==> config.mk <==
export PLATFORM = sky130hd
export DESIGN_NAME = bus_arbiter
export DESIGN_NICKNAME = d
export VERILOG_FILES = /design/src/rtl/bus_arbiter.sv
export SDC_FILE = /design/constraint.sdc
export NUM_CORES = 1
export LEC_CHECK = 0
export ABC_AREA = 1
export BUFFER_PORTS_ARGS = -buffer_cell sky130_fd_sc_hd__buf_2
export CAP_MARGIN = 20
export CORE_AREA = 3 3 137 139
export DETAILED_ROUTE_END_ITERATION = 16
export DIE_AREA = 0 0 140 142
export PLACE_DENSITY = 0.65
export SETUP_SLACK_MARGIN = 0.1
export SLEW_MARGIN = 15
export SYNTH_ARGS = -nofsm -noshare
export SYNTH_HDL_FRONTEND = slang
export SYNTH_SLANG_ARGS = --single-unit
==> constraint.sdc <==
create_clock -name clk -period 2.8 [get_ports clk]
set_input_delay 0.28 -clock clk [delete_from_list [all_inputs] [get_ports clk]]
set_output_delay 0.28 -clock clk [all_outputs]
set_load 0.02 [all_outputs]
==> src/rtl/bus_arbiter.sv <==
`default_nettype none
// ============================================================================
// Module   : bus_arbiter
// Purpose  : Round-robin arbiter for four cache controllers that runs one
//            snooping-bus transaction per grant (snoop, memory latency, done).
// Revision : 1.0 - initial release
// ============================================================================
module bus_arbiter #(
  parameter int NUM_PROCS = 4,
  parameter int MEM_LAT   = 2
) (
  input  logic         clk,
  input  logic         rst_n,
  input  logic [3:0]   req,
  input  logic [7:0]   req_type,
  input  logic [127:0] req_addr,
  input  logic [127:0] req_value,
  input  logic [3:0]   shared_in,
  output logic [3:0]   grant,
  output logic [3:0]   done,
  output logic [1:0]   proc_ID,
  output logic [31:0]  address,
  output logic [31:0]  value,
  output logic         RdMs,
  output logic         WrMs,
  output logic         WrBk,
  output logic         shared
);

  localparam logic [1:0] c_s_idle  = 2'd0;
  localparam logic [1:0] c_s_snoop = 2'd1;
  localparam logic [1:0] c_s_xfer  = 2'd2;
  localparam logic [1:0] c_s_done  = 2'd3;

  logic [1:0]  r_state, w_state_nxt;
  logic [1:0]  r_ptr, w_ptr_nxt;
  logic [3:0]  r_cnt, w_cnt_nxt;
  logic [3:0]  r_grant, w_grant_nxt;
  logic [3:0]  r_done, w_done_nxt;
  logic [1:0]  r_proc_id, w_proc_id_nxt;
  logic [31:0] r_address, w_address_nxt;
  logic [31:0] r_value, w_value_nxt;
  logic        r_rdms, w_rdms_nxt;
  logic        r_wrms, w_wrms_nxt;
  logic        r_wrbk, w_wrbk_nxt;
  logic        r_shared, w_shared_nxt;

  logic [3:0]  w_eligible;
  logic        w_found;
  logic [1:0]  w_win;
  logic [1:0]  w_win_type;

  // Illegal type 11 makes a core invisible to arbitration.
  for (genvar i = 0; i < NUM_PROCS; i++) begin : g_elig
    assign w_eligible[i] = req[i] && (req_type[2*i+1 -: 2] != 2'b11);
  end

  always_comb begin
    w_found = 1'b0;
    w_win   = 2'd0;
    for (int k = 0; k < NUM_PROCS; k++) begin
      if (!w_found && w_eligible[r_ptr + 2'(k)]) begin
        w_found = 1'b1;
        w_win   = r_ptr + 2'(k);
      end
    end
  end

  assign w_win_type = req_type[{w_win, 1'b0} +: 2];

  // State and output registers
  always_ff @(posedge clk) begin
    if (!rst_n) begin
      r_state   <= c_s_idle;
      r_ptr     <= 2'd0;
      r_cnt     <= 4'd0;
      r_grant   <= 4'd0;
      r_done    <= 4'd0;
      r_proc_id <= 2'd0;
      r_address <= 32'd0;
      r_value   <= 32'd0;
      r_rdms    <= 1'b0;
      r_wrms    <= 1'b0;
      r_wrbk    <= 1'b0;
      r_shared  <= 1'b0;
    end else begin
      r_state   <= w_state_nxt;
      r_ptr     <= w_ptr_nxt;
      r_cnt     <= w_cnt_nxt;
      r_grant   <= w_grant_nxt;
      r_done    <= w_done_nxt;
      r_proc_id <= w_proc_id_nxt;
      r_address <= w_address_nxt;
      r_value   <= w_value_nxt;
      r_rdms    <= w_rdms_nxt;
      r_wrms    <= w_wrms_nxt;
      r_wrbk    <= w_wrbk_nxt;
      r_shared  <= w_shared_nxt;
    end
  end

  always_comb begin
    w_state_nxt = r_state;
    case (r_state)
      c_s_idle:  if (w_found) w_state_nxt = c_s_snoop;
      c_s_snoop: w_state_nxt = c_s_xfer;
      c_s_xfer:  if (r_cnt == 4'd0) w_state_nxt = c_s_done;
      default:   w_state_nxt = c_s_idle;
    endcase
  end

  always_comb begin
    w_ptr_nxt     = r_ptr;
    w_cnt_nxt     = r_cnt;
    w_grant_nxt   = r_grant;
    w_done_nxt    = r_done;
    w_proc_id_nxt = r_proc_id;
    w_address_nxt = r_address;
    w_value_nxt   = r_value;
    w_rdms_nxt    = r_rdms;
    w_wrms_nxt    = r_wrms;
    w_wrbk_nxt    = r_wrbk;
    w_shared_nxt  = r_shared;
    case (r_state)
      c_s_idle: begin
        if (w_found) begin
          w_ptr_nxt     = w_win + 2'd1;
          w_grant_nxt   = 4'b0001 << w_win;
          w_proc_id_nxt = w_win;
          w_address_nxt = req_addr[{w_win, 5'd0} +: 32];
          w_value_nxt   = req_value[{w_win, 5'd0} +: 32];
          w_rdms_nxt    = (w_win_type == 2'b00);
          w_wrms_nxt    = (w_win_type == 2'b01);
          w_wrbk_nxt    = (w_win_type == 2'b10);
        end
      end
      c_s_snoop: begin
        // The owner's own snoop response is not a sharer.
        w_shared_nxt = |(shared_in & ~r_grant);
        w_cnt_nxt    = 4'(MEM_LAT - 1);
      end
      c_s_xfer: begin
        if (r_cnt == 4'd0) begin
          w_done_nxt = r_grant;
          w_rdms_nxt = 1'b0;
          w_wrms_nxt = 1'b0;
          w_wrbk_nxt = 1'b0;
        end else begin
          w_cnt_nxt = r_cnt - 4'd1;
        end
      end
      default: begin
        w_grant_nxt   = 4'd0;
        w_done_nxt    = 4'd0;
        w_shared_nxt  = 1'b0;
        w_proc_id_nxt = 2'd0;
        w_address_nxt = 32'd0;
        w_value_nxt   = 32'd0;
      end
    endcase
  end

  assign grant   = r_grant;
  assign done    = r_done;
  assign proc_ID = r_proc_id;
  assign address = r_address;
  assign value   = r_value;
  assign RdMs    = r_rdms;
  assign WrMs    = r_wrms;
  assign WrBk    = r_wrbk;
  assign shared  = r_shared;

endmodule
`default_nettype wire

==> impl_metrics.json, run 1 <==
{
  "outcome": "completed",
  "clk_latency_ns": 0.35,
  "wl_mm": 22.8,
  "hp-class": "primary input to flip-flop",
  "reg2reg_depth": 14,
  "setup_viol": 0,
  "antenna_found_initial": 2,
  "end_kind": "flip-flop",
  "timing.rr.start": "r_ptr[1]",
  "syn2layout_area_growth_pct": 35.5,
  "power_frac_clock": 0.126,
  "final_cell_mix": "buf_2, nand2_1, inv_1, nand3_1, dfxtp_1",
  "dp_hpwl_mm": 16.7,
  "overflow": 0,
  "synth_largest_area_cell": "dfxtp_1",
  "max_slew_margin": 0.353,
  "r2r-end": "RdMs",
  "initial_core_util": 0.351,
  "cts.sinks": 86,
  "drcViolationCount": 0,
  "power.leakage_nw": 4.77,
  "crit_end": "RdMs",
  "nets": 1627,
  "io_pins": 352,
  "cts_tree": "done",
  "crit_required_ns": 3.07,
  "row_count": 49,
  "drtIter0Drc": 377,
  "internal_power_mw": 4.66,
  "ant_nets": 0,
  "crit_path_start_kind": "flip-flop",
  "swShare": 0.538,
  "power.share.sequential": 0.172,
  "p_sw_mw": 5.43,
  "cts-buffers-inserted": 9,
  "io_buffers": 351,
  "synth_top_area_frac": 0.276,
  "first_global_vias": 7026,
  "worst-endpoint-arrival_ns": 2.79,
  "ys_seq_area_frac": 0.276,
  "dr.pass1.iters": 5,
  "synth.avg_cell_area_um2": 6.05,
  "slew_violations": 0,
  "syn_area_um2": 6230,
  "ys_ff_latch": 86,
  "criticalPathCategory": "flip-flop to flip-flop",
  "setup_tns_ns": 0,
  "die_w_um": 140,
  "grt_pass1_wl_mm": 34.8,
  "clkTransAtPathRegs_ns": 0.07,
  "tightest_slew_ns": 0.971,
  "ff2ff_setup_slack_ns": 0.28,
  "cts_root_buf": "clkbuf_16",
  "hold_viol": 0,
  "fillCellCount": 1899,
  "synth_cell_types": 36,
  "gp_congestion": 0.892,
  "wl_per_cell_um": 14.4,
  "cap_violations": 0,
  "grt_setup_unrepaired": "no",
  "peakVddDrop_mv": 0.918,
  "grt_max_degree": 82,
  "crit_fanout": 30,
  "layout-drive-gt1-share": 0.299,
  "startpoint": "r_ptr[1]",
  "pwr-share-comb": 0.701,
  "die-area_um2": 19900,
  "min_period_over_period": 0.900,
  "vias": 7641,
  "power.density_nw_per_um2": 1200,
  "via_per_inst": 4.84,
  "synth_fp_nets": 1314,
  "worst_clock_skew_ns": 0.00902,
  "ys_warn_count": 0,
  "die_h_um": 142,
  "htree_levels": 3,
  "final_common_cell": "buf_2",
  "synthTopCellsByArea": "dfxtp_1, nand2_1, inv_1",
  "fp.coreArea_um2": 17800,
  "post_dp_cell_area_um2": 8090,
  "grt_usage": 0.215,
  "final_area_um2": 8450,
  "clock.fmax_mhz": 397,
  "synth_cells": 1031,
  "cts_buffer_depth": 2,
  "min_period_ns": 2.52
}
-- repair_timing --
item,4_1_cts,5_1_grt
hold buffers,0,0
setup buffers,0,3
setup endpoints to repair,0,66
gates resized for setup,0,4
-- how the worst min path moves through the flow --
stage | from | to | slack, ns | cells past startpoint
6_report | req_value[8] | value[8] | 0.27 | 5
5_1_grt | req_addr[53] | address[21] | 0.29 | 5
4_1_cts | req_value[8] | value[8] | 0.26 | 5
3_5_place_dp | value[6] | value[6] | 0.45 | 2
3_3_place_gp | address[8] | address[8] | 0.45 | 2
2_1_floorplan | r_cnt[0] | r_cnt[0] | 0.46 | 1
-- power by group through the flow --
stage / registers, mW / logic (mW) / clock network (mW)
floorplan: 2.01 / 5.10 / 0
global placement: 1.75 / 6.94 / 0
detailed placement: 1.76 / 6.99 / 0
CTS: 1.74 / 7.01 / 1.32
global route: 1.77 / 7.99 / 1.37
finish: 1.74 / 7.08 / 1.28
-- layer usage --
layer	track usage	vias to the layer above	share of wire
met2	0.392	288	0.50
met1	0.254	3432	0.41
met3	0.0447	24	0.073
met4	0.0658	0	0.019
li1	-	3897	-
met5	0	-	0
-- worst max-delay path, cell delays in order, from the launching register on --
cell and delay, ns:
dfxtp_1 0.38, inv_2 0.15, nand2_1 0.08, nand2_2 0.18, nand3_2 0.12, nand2_4 0.12, nand4_4 0.18, nand2_4 0.24
buf_4 0.38, nand3_1 0.16, nand2_1 0.11, nand2_1 0.05, nand2_1 0.07, nand3_1 0.07, a21oi_1 0.13
-- cell type report --
type / instances / area (um^2) / area share
multi-input combinational: 722 / 3570 / 0.423
timing repair buffer: 368 / 1950 / 0.231
sequential: 86 / 1720 / 0.204
inverter: 157 / 594 / 0.0704
tap: 229 / 287 / 0.0339
clock buffer: 10 / 239 / 0.0283
clock inverter: 6 / 73.8 / 0.00874
antenna: 2 / 5.00 / 0.000593
-- cell usage after synthesis, drive strengths merged --
master / instances
o22ai: 2
nand4: 3
ha: 9
clkinv: 2
nor2: 54
dfxtp: 86
nand2: 333
inv: 155
o21ai: 42
buf: 40
o211ai: 56
or2: 28
nor3: 4
nand3b: 37
a211oi: 1
nand3: 94
a21oi: 55
clkbuf: 27
a31oi: 1
a22oi: 1
o2111ai: 1
-- state kept, by name, summed over array words and instances (netlist names) --
signal	cells
r_ptr	2
WrMs	1
address	32
WrBk	1
done	4
proc_ID	2
r_cnt	4
RdMs	1
grant	4
shared	1
value	32
r_state	2
-- per-stage QoR --
| stage | hold slack, ns | power [mW] | cells | setup WS (ns) | util |
|---|---|---|---|---|---|
| 2_1_floorplan | 0.459 | 7.12 | 1031 | 0.746 | - |
| 3_3_place_gp | 0.450 | 8.69 | 1558 | 0.191 | 0.455 |
| 3_5_place_dp | 0.454 | 8.75 | 1558 | 0.125 | 0.455 |
| 4_1_cts | 0.262 | 10.1 | 1574 | 0.124 | 0.473 |
| 5_1_grt | 0.290 | 11.1 | 1580 | 0.0935 | 0.475 |
| 6_report | 0.273 | 10.1 | 1580 | 0.279 | 0.475 |
-- logic make-up after synthesis --
family	Yosys count	synth area share
AND/OR/NAND/NOR	553	0.397
flip-flops	86	0.276
AO/OA/AOI/OAI	159	0.153
adder cells (fa/ha/maj)	9	0.0181
buffers and inverters	224	0.156
(Power assumes the default switching activity.)
==> run 2, diff against run 1 <==
Settings changed: PLACE_DENSITY 0.65 to default, PLACE_DENSITY_LB_ADDON from default to 0.15.
==> run 2 against run 1 <==
Cell count barely moved. Clock skew fell by 0.0022 ns. Worst hold slack improved by 0.0020 ns. Largest cell class unchanged. Critical path depth rose by 1. Setup slack improved by 0.18 ns. Final area barely moved. Largest power group unchanged. Wire length fell by 2.0%. Clock power barely moved.
==> impl_metrics.json, run 2 (synthesized netlist as in run 1, its figures left out) <==
{
  "drt-met1-wl_mm": 9.67,
  "power_mw": 9.99,
  "power.leakage_nw": 4.77,
  "crit_required_ns": 3.09,
  "vias": 7439,
  "overflow": 0,
  "crit_chain": "inv_2 > nand2_1 > nand2_2 > nand2_1 > nand2_1 > inv_1 > nand4_1 > nor2_1 > nor2_1 > inv_2 > buf_12 > nand2_1 > nand3_1 > nand2_1 > inv_1",
  "crit_end": "address[28]",
  "clkTransAtPathRegs_ns": 0.06,
  "drtIter0Drc": 318,
  "placed_cells": 1563,
  "cts.sinks": 86,
  "post_cts_resized": 0,
  "setup_viol": 0,
  "hold_viol": 0,
  "grt_setup_unrepaired": "no",
  "final_cells": 1579,
  "layout-drive-gt1-share": 0.299,
  "diodes": 0,
  "worst_path_max_delay_cell": "dfxtp_1",
  "timing.rr.start": "r_ptr[1]",
  "dr.pass1.iters": 5,
  "worst-endpoint-arrival_ns": 2.62,
  "grt_max_degree": 102,
  "ant_nets": 0,
  "end_kind": "flip-flop",
  "maxUsedRoutingLayer": "met4",
  "wl_mm": 22.3,
  "setup_tns_ns": 0,
  "max_slew_margin": 0.540,
  "cts_buffer_depth": 2,
  "reg2reg_depth": 15,
  "hp-class": "primary input to flip-flop",
  "cap_violations": 0,
  "crit_fanout": 42,
  "die_w_um": 140,
  "tightest_slew_ns": 0.683,
  "crit_path_start_kind": "flip-flop",
  "met3_length_mm": 1.47,
  "wl_per_cell_um": 14.1,
  "nets": 1628,
  "wl_met2_mm": 10.8,
  "gp_congestion": 0.896,
  "io_buffers": 351,
  "startpoint": "r_ptr[1]",
  "fin_hold_ws_ns": 0.275,
  "hold_buffers": 0,
  "io_pins": 352,
  "die-area_um2": 19900,
  "path_delay_family": "simple AND/OR/NAND/NOR gates",
  "dp_hpwl_mm": 17.0,
  "cts_root_buf": "clkbuf_16",
  "crit_top_cell": "nand2_1",
  "fp.coreArea_um2": 17800,
  "outcome": "completed",
  "worst_clock_skew_ns": 0.00679,
  "post_dp_cell_area_um2": 8130,
  "post-cts-setup-buffer-count": 0,
  "drcViolationCount": 0,
  "cp.depth": 15,
  "htree_levels": 3,
  "final_area_um2": 8440,
  "die_h_um": 142,
  "syn2layout_area_growth_pct": 35.5,
  "ff2ff_setup_slack_ns": 0.46,
  "clk_latency_ns": 0.34,
  "clock.fmax_mhz": 428,
  "criticalPathCategory": "flip-flop to flip-flop",
  "row_count": 49,
  "grt_pass1_wl_mm": 34.5,
  "power.density_nw_per_um2": 1180,
  "antenna_found_initial": 0,
  "final_cell_mix": "buf_2, nand2_1, inv_1, nand3_1, dfxtp_1",
  "first_global_vias": 6717,
  "peakVddDrop_mv": 0.879,
  "via_per_inst": 4.71,
  "grt_usage": 0.211,
  "min_period_ns": 2.34,
  "cts_tree": "done",
  "min_period_over_period": 0.835,
  "cts-buffers-inserted": 9,
  "crit_buf_inv": 5,
  "final_common_cell": "buf_2",
  "slew_violations": 0,
  "max_stage_delay_ns": 0.48,
  "initial_core_util": 0.351,
  "r2r-end": "address[28]"
}
-- run 2: where the power goes --
group	switching, mW	internal [mW]
sequential	0.193	1.55
clock	0.532	0.721
combinational	4.61	2.39
-- run 2: area by class of cell --
class / count / area (um^2)
inverter: 157 / 594
clock buffer: 10 / 239
tap: 229 / 287
sequential: 86 / 1720
fill: 1913 / 9340
timing repair buffer: 370 / 1970
multi-input combinational: 721 / 3570
clock inverter: 6 / 68.8
-- run 2: how the worst min path moves through the flow --
stage	startpoint	to	depth (start not counted)
after CTS	req_addr[89]	address[25]	5
after global placement	value[22]	value[22]	2
after detailed placement	value[22]	value[22]	2
after global routing	req_addr[69]	address[5]	5
after floorplan	r_cnt[0]	r_cnt[0]	1
final	req_value[81]	value[17]	5
-- run 2: worst register-to-register path: stages, from the launching register on --
cell,delay (ns)
dfxtp_1,0.48
inv_2,0.13
nand2_1,0.09
nand2_2,0.11
nand2_1,0.09
nand2_1,0.10
inv_1,0.07
nand4_1,0.11
nor2_1,0.18
nor2_1,0.07
inv_2,0.28
buf_12,0.27
nand2_1,0.11
nand3_1,0.10
nand2_1,0.05
inv_1,0.05
-- run 2: through the flow --
stage                     worst slack, ns   util
after floorplan                     0.746      -
after global placement              0.308  0.457
after detailed placement            0.298  0.457
after CTS                           0.303  0.475
after global routing                0.164  0.475
final                               0.462  0.475
-- run 2: layer usage --
metal | vias to the layer above | GRT usage
met4 | 0 | 0.0612
met3 | 29 | 0.0386
met5 | - | 0
li1 | 3888 | -
met1 | 3248 | 0.275
met2 | 274 | 0.361
